<file path="config.mk">
export PLATFORM = sky130hd
export DESIGN_NAME = div_unit
export DESIGN_NICKNAME = d
export VERILOG_FILES = /design/src/rtl/cpu_defs.sv /design/src/rtl/div_abs_fix.sv /design/src/rtl/div_unit.sv
export SDC_FILE = /design/constraint.sdc
export NUM_CORES = 1
export LEC_CHECK = 0
export BUFFER_PORTS_ARGS = -buffer_cell sky130_fd_sc_hd__buf_2
export CORE_MARGIN = 8
export CORE_UTILIZATION = 60
export DETAILED_ROUTE_END_ITERATION = 10
export PLACE_DENSITY = 0.82
export SYNTH_ARGS = -nofsm -noshare
export SYNTH_HDL_FRONTEND = slang
export SYNTH_SLANG_ARGS = --single-unit
</file>
<file path="constraint.sdc">
create_clock -name clk -period 15.55 [get_ports clk]
set_input_delay 0.7775 -clock clk [delete_from_list [all_inputs] [get_ports clk]]
set_output_delay 0.7775 -clock clk [all_outputs]
set_load 0.05 [all_outputs]
</file>
<file path="src/rtl/cpu_defs.sv">
// Shared CPU definitions used by the divider.
// Provides the divider FSM state encoding, the default iteration count
// and the {remainder, quotient} result payload.
package cpu_defs;

  localparam int unsigned XLEN       = 32;
  localparam int unsigned DIV_CYCLES = 32;

  typedef enum logic [1:0] {
    IDLE = 2'b00,
    BUSY = 2'b01,
    DONE = 2'b10
  } div_state_e;

  // HI holds the remainder, LO holds the quotient
  typedef struct packed {
    logic [XLEN-1:0] rem;
    logic [XLEN-1:0] quo;
  } div_result_t;

endpackage

</file>
<file path="src/rtl/div_abs_fix.sv">
// Conditional two's-complement negation, used both to take operand
// magnitudes and to restore the sign of the quotient and remainder.
//   value   : input word
//   neg     : 1 negates value, 0 passes it through
//   fixed_c : combinational result
module div_abs_fix
  import cpu_defs::*;
(
  input  logic [XLEN-1:0] value,
  input  logic            neg,
  output logic [XLEN-1:0] fixed_c
);

  assign fixed_c = neg ? ((~value) + XLEN'(1)) : value;

endmodule

</file>
<file path="src/rtl/div_unit.sv">
// Iterative restoring divider for DIV/DIVU, one quotient bit per clock.
//   clk, resetn : clock, synchronous active-low reset
//   start       : E-stage divide present (held while stalled)
//   signed_div  : 1 = DIV, 0 = DIVU
//   opa, opb    : dividend, divisor
//   annul       : abort the operation in flight
//   stall       : combinational busy to the hazard unit
//   ready       : one-cycle pulse when result is valid
//   result      : {remainder, quotient}, held until the next completion
module div_unit
  import cpu_defs::*;
#(
  parameter int unsigned DIV_CYCLES = cpu_defs::DIV_CYCLES
) (
  input  logic        clk,
  input  logic        resetn,
  input  logic        start,
  input  logic        signed_div,
  input  logic [31:0] opa,
  input  logic [31:0] opb,
  input  logic        annul,
  output logic        stall,
  output logic        ready,
  output logic [63:0] result
);

  localparam int unsigned CNT_W = (DIV_CYCLES > 1) ? $clog2(DIV_CYCLES) : 1;
  localparam logic [CNT_W-1:0] LAST_CNT = CNT_W'(DIV_CYCLES - 1);

  div_state_e        state_q, state_d;
  logic [CNT_W-1:0]  cnt_q, cnt_d;
  logic [63:0]       rq_q, rq_d;       // {partial remainder, quotient/dividend}
  logic [XLEN-1:0]   dvs_q, dvs_d;     // divisor magnitude
  logic              quo_neg_q, quo_neg_d;
  logic              rem_neg_q, rem_neg_d;
  div_result_t       result_q, result_d;
  logic              ready_q, ready_d;

  logic [XLEN-1:0]   opa_abs, opb_abs;
  logic [XLEN-1:0]   quo_fix, rem_fix;
  logic [XLEN:0]     rem_sh;
  logic [XLEN-1:0]   rem_sub;
  logic              take;
  logic [63:0]       rq_step;

  // Operand magnitudes (only signed divides take the absolute value)
  div_abs_fix u_abs_a (.value(opa), .neg(signed_div & opa[31]), .fixed_c(opa_abs));
  div_abs_fix u_abs_b (.value(opb), .neg(signed_div & opb[31]), .fixed_c(opb_abs));

  // One restoring step: shift left, subtract divisor if it fits
  always_comb begin
    rem_sh  = rq_q[63:31];
    take    = (rem_sh >= {1'b0, dvs_q});
    rem_sub = rq_q[62:31] - dvs_q;
    rq_step = take ? {rem_sub, rq_q[30:0], 1'b1} : {rq_q[62:0], 1'b0};
  end

  // Sign correction of the final step's outcome
  div_abs_fix u_fix_q (.value(rq_step[31:0]),  .neg(quo_neg_q), .fixed_c(quo_fix));
  div_abs_fix u_fix_r (.value(rq_step[63:32]), .neg(rem_neg_q), .fixed_c(rem_fix));

  // State and datapath registers
  always_ff @(posedge clk) begin
    if (!resetn) begin
      state_q   <= IDLE;
      cnt_q     <= '0;
      rq_q      <= '0;
      dvs_q     <= '0;
      quo_neg_q <= 1'b0;
      rem_neg_q <= 1'b0;
      result_q  <= '0;
      ready_q   <= 1'b0;
    end else begin
      state_q   <= state_d;
      cnt_q     <= cnt_d;
      rq_q      <= rq_d;
      dvs_q     <= dvs_d;
      quo_neg_q <= quo_neg_d;
      rem_neg_q <= rem_neg_d;
      result_q  <= result_d;
      ready_q   <= ready_d;
    end
  end

  // Next-state and datapath control
  always_comb begin
    state_d   = state_q;
    cnt_d     = cnt_q;
    rq_d      = rq_q;
    dvs_d     = dvs_q;
    quo_neg_d = quo_neg_q;
    rem_neg_d = rem_neg_q;
    result_d  = result_q;
    ready_d   = 1'b0;

    unique case (state_q)
      IDLE: begin
        if (start && !annul) begin
          dvs_d     = opb_abs;
          rq_d      = {32'd0, opa_abs};
          quo_neg_d = signed_div & (opa[31] ^ opb[31]);
          rem_neg_d = signed_div & opa[31];
          cnt_d     = '0;
          if (opb == 32'd0) begin
            // Divide by zero bypasses the iteration entirely
            state_d  = DONE;
            ready_d  = 1'b1;
            result_d = '{rem: opa, quo: 32'hFFFF_FFFF};
          end else begin
            state_d = BUSY;
          end
        end
      end
      BUSY: begin
        rq_d  = rq_step;
        cnt_d = cnt_q + CNT_W'(1);
        if (cnt_q == LAST_CNT) begin
          state_d  = DONE;
          ready_d  = 1'b1;
          result_d = '{rem: rem_fix, quo: quo_fix};
        end
      end
      DONE: begin
        state_d = IDLE;
      end
      default: begin
        state_d = IDLE;
      end
    endcase

    // Flush overrides everything and leaves the result untouched
    if (annul) begin
      state_d  = IDLE;
      cnt_d    = '0;
      ready_d  = 1'b0;
      result_d = result_q;
    end
  end

  assign stall  = start & ~ready_q & ~annul;
  assign ready  = ready_q;
  assign result = result_q;

endmodule
</file>
==> flow_summary_export.csv <==
group,metric,value,unit
outcome,status,"completed",
sta,fin_worst_skew,0.0111,ns
clock_network,cts_max_level,4,
final_layout,layout-drive-gt1-share,13.1,%
power_and_ir_drop,intPower,783,uW
die,die_area,0.0245,mm^2
worst_setup_path,reg2reg_slack,9.96,ns
routing,dr.pass1.iters,5,
power_and_ir_drop,vdd_drop_max,0.0668,mV
logic_synthesis,synth_edf_count,0,
logic_synthesis,synth_seq_cells,170,
global_routing,grt_pass1_wl,56.3,mm
sta,tightest_slew,1.02,ns
routing,wl_per_cell,17.7,um
clock_network,numCtsBuffers,17,
logic_synthesis,async_reset_ff_share,0,%
power_and_ir_drop,p_leak,5.34,nW
final_layout,areaGrowthSynthToFinish,11.0,%
logic_synthesis,synthesis.area,0.0119,mm^2
sta,slew_headroom,31.7,%
routing,drt_first_iter_violations,1070,
routing,num_vias,12112,
hold_path,whs_path_depth,2,
place,place_hpwl,25.2,mm
global_routing,grt_pass1_vias,11152,
final_layout,fin_util,67.8,%
sta,fmax,0.179,GHz
power_and_ir_drop,power_frac_seq,40.1,%
worst_setup_path,startpoint_type,"flip-flop",
hold_path,hold_path_class,"flip-flop to flip-flop",
clock_network,cts_resized,0,
power_and_ir_drop,clkPwrFrac,37.3,%
power_and_ir_drop,total_power,1.15,mW
worst_setup_path,critPathArrivalTime,5.91,ns
clock_network,clock_path_buffers,2,
global_routing,grt-ovfl-total,0,
hold_path,hold_start,"result[35]",
logic_synthesis,syn_inst,1610,
worst_setup_path,crit_type,"flip-flop to flip-flop",
logic_synthesis,synth_ff_type,"dfxtp_1",
worst_setup_path,reg2regPathDepth,19,
final_layout,nFillCells,1745,
die,die_h,157,um
power_and_ir_drop,power.switching,370,uW
worst_setup_path,endpoint_kind,"flip-flop",
clock_network,cts_setup_buffers,0,
job,cap_violations,0,
place,io_buffer_count,134,
logic_synthesis,yosys_warnings,0,
die,pin_count,135,
routing,wl,34.4,mm
worst_setup_path,r2r_end,"result[62]",
global_routing,grt.total_usage,28.0,%
worst_setup_path,worstSetupStartpoint,"dvs_q[1]",
routing,routed_via_density,6.22,
power_and_ir_drop,p_comb_share,22.5,%
routing,ant_nets,0,
sta,setup_viol,0,
place,gp_congestion,0.918,
final_layout,n_antenna_cell,0,
routing,drc_errors,0,
final_layout,nets,1779,
clock_network,cts_tree,"yes",
power_and_ir_drop,p_sw_share,32.1,%
logic_synthesis,synth_cell_types,84,
die,core-area,0.0194,mm^2
clock_network,clkLatencyLatePin,0.43,ns
die,chipWidth,157,um
hold_path,hold_end,"result[35]",
clock_network,cts_sinks,170,
logic_synthesis,synth_nets,1718,
sta,final-max-slew-violation-count,0,
sta,period_share,36.0,%
global_routing,grt_max_degree,72,
power_and_ir_drop,powerDensity,87.7,mW/mm^2
sta,rsz0062_at_grt,"false",
clock_network,path_clk_slew,0.07,ns
logic_synthesis,synth.avg_cell_area,7.36,um^2
worst_setup_path,r2r_start,"dvs_q[1]",
worst_setup_path,required,15.87,ns
die,std_cell_rows,51,
worst_setup_path,crit_fanout,66,
logic_synthesis,seq_area_frac_synth,28.7,%
clock_network,root_buffer,"clkbuf_16",
sta,tns,0,ns
die,start_util,61.1,%
clock_network,cts_hold_buf,0,
sta,fin_crit,5.59,ns
global_routing,antenna_found_initial,0,
sta,hold_viol_final,0,
-- state kept, by name, indices dropped and copies added (netlist names) --
register   flops
result        64
rq_q          64
dvs_q         32
cnt_q          5
state_q        2
quo_neg_q      1
ready          1
rem_neg_q      1
-- cells by family (layout without fill, tap and decap cells) --
logic type | count (synthesis) | count (layout) | share of synthesized area [%]
simple gates | 570 | 570 | 22.4
compound gates | 533 | 533 | 29.1
mux | 16 | 16 | 1.36
buf+inv | 162 | 235 | 5.37
flops | 170 | 170 | 28.7
fa+ha+maj | 39 | 39 | 4.18
xor+xnor | 120 | 120 | 8.87
-- synthesized netlist by cell type (5+ instances only) --
cell / count / area [um^2]
o21ai_1: 5 / 25.0
o21ai_0: 102 / 510
or3_1: 20 / 125
a22oi_1: 22 / 165
nor4_1: 16 / 100
a211oi_1: 64 / 480
ha_1: 38 / 475
mux2i_1: 15 / 150
nand2_1: 144 / 541
o41ai_1: 13 / 114
a311oi_1: 6 / 52.6
o211ai_1: 9 / 67.6
nand3_1: 31 / 155
o22ai_1: 6 / 37.5
xor2_1: 61 / 534
clkbuf_1: 77 / 289
o31ai_1: 27 / 203
o21a_1: 13 / 97.6
and2_1: 8 / 50.1
dfxtp_1: 170 / 3400
or4_1: 13 / 97.6
a21o_1: 17 / 128
a21oi_1: 164 / 821
buf_2: 14 / 70.1
and4_1: 7 / 61.3
nand3b_1: 5 / 37.5
nor3_1: 47 / 235
a31oi_1: 25 / 156
nand2b_1: 11 / 68.8
xnor2_1: 59 / 517
nor2_1: 221 / 830
inv_1: 54 / 203
nand4_1: 16 / 100
buf_1: 13 / 48.8
and3_1: 8 / 50.1
-- per-layer routing --
metal	vias to the layer above	global-route usage, %	wire [um]
li1	5981	-	-
met1	5565	38.0	15400
met2	511	43.6	15200
met3	55	4.55	2900
met4	0	10.7	933
met5	-	0	0
-- power groups by stage --
stage	logic (mW)	registers (mW)	clock network, mW
floorplan	0.188	0.473	0
global placement	0.252	0.472	0
detailed placement	0.254	0.473	0
CTS	0.256	0.463	0.436
global route	0.287	0.465	0.456
finish	0.260	0.463	0.431
-- stage by stage --
stage	setup WS (ns)	hold WS (ns)	area, um^2	std cells
global route	9.57	0.489	13200	1948
CTS	10.04	0.458	13200	1948
finish	9.96	0.458	13200	1948
detailed placement	10.05	0.448	12600	1917
floorplan	10.64	0.432	11900	1610
global placement	10.23	0.437	12600	1917
-- critical path, cell delays in order (launching register included) --
cell and delay [ns]:
dfxtp_1 0.34, inv_1 0.07, ha_1 0.32, nor2b_1 0.22, o2111ai_2 0.19, a21oi_1 0.52
o21ai_1 0.22, nand3_2 0.09, buf_4 0.57, mux2i_1 0.43, ha_1 0.28, nand2_1 0.10
or3_1 0.38, or3_1 0.36, nor4_1 0.27, a41o_1 0.17, nand4b_1 0.23, nor3_1 0.27
nand2_1 0.08, o311a_1 0.32
-- area by class of cell --
type                    count  area (um^2)  share of cell area (%)
multi-input cells        1278         7850                    59.6
flip-flops and latches    170         3400                    25.9
repair buffers            148          776                    5.90
clock buffers              17          425                    3.23
well taps                 265          332                    2.52
inverters                  56          211                    1.61
clock inverters            14          165                    1.26
-- layout by cell type, fill, tap and decap left out, types with 31 or more instances in the layout --
cell type	instances
nor3_1	46
xnor2_1	59
nand2_1	144
buf_2	134
nor2_1	220
inv_1	54
a21oi_1	164
ha_1	38
o21ai_0	102
xor2_1	61
dfxtp_1	170
a211oi_1	64
nand3_1	31
-- worst max-delay path by stage --
stage / to / slack (ns)
floorplan: result[62] / 10.64
global placement: result[62] / 10.23
detailed placement: result[62] / 10.05
CTS: result[62] / 10.04
global route: result[62] / 9.57
finish: result[62] / 9.96
No activity file was read; power rests on OpenSTA's default activity.
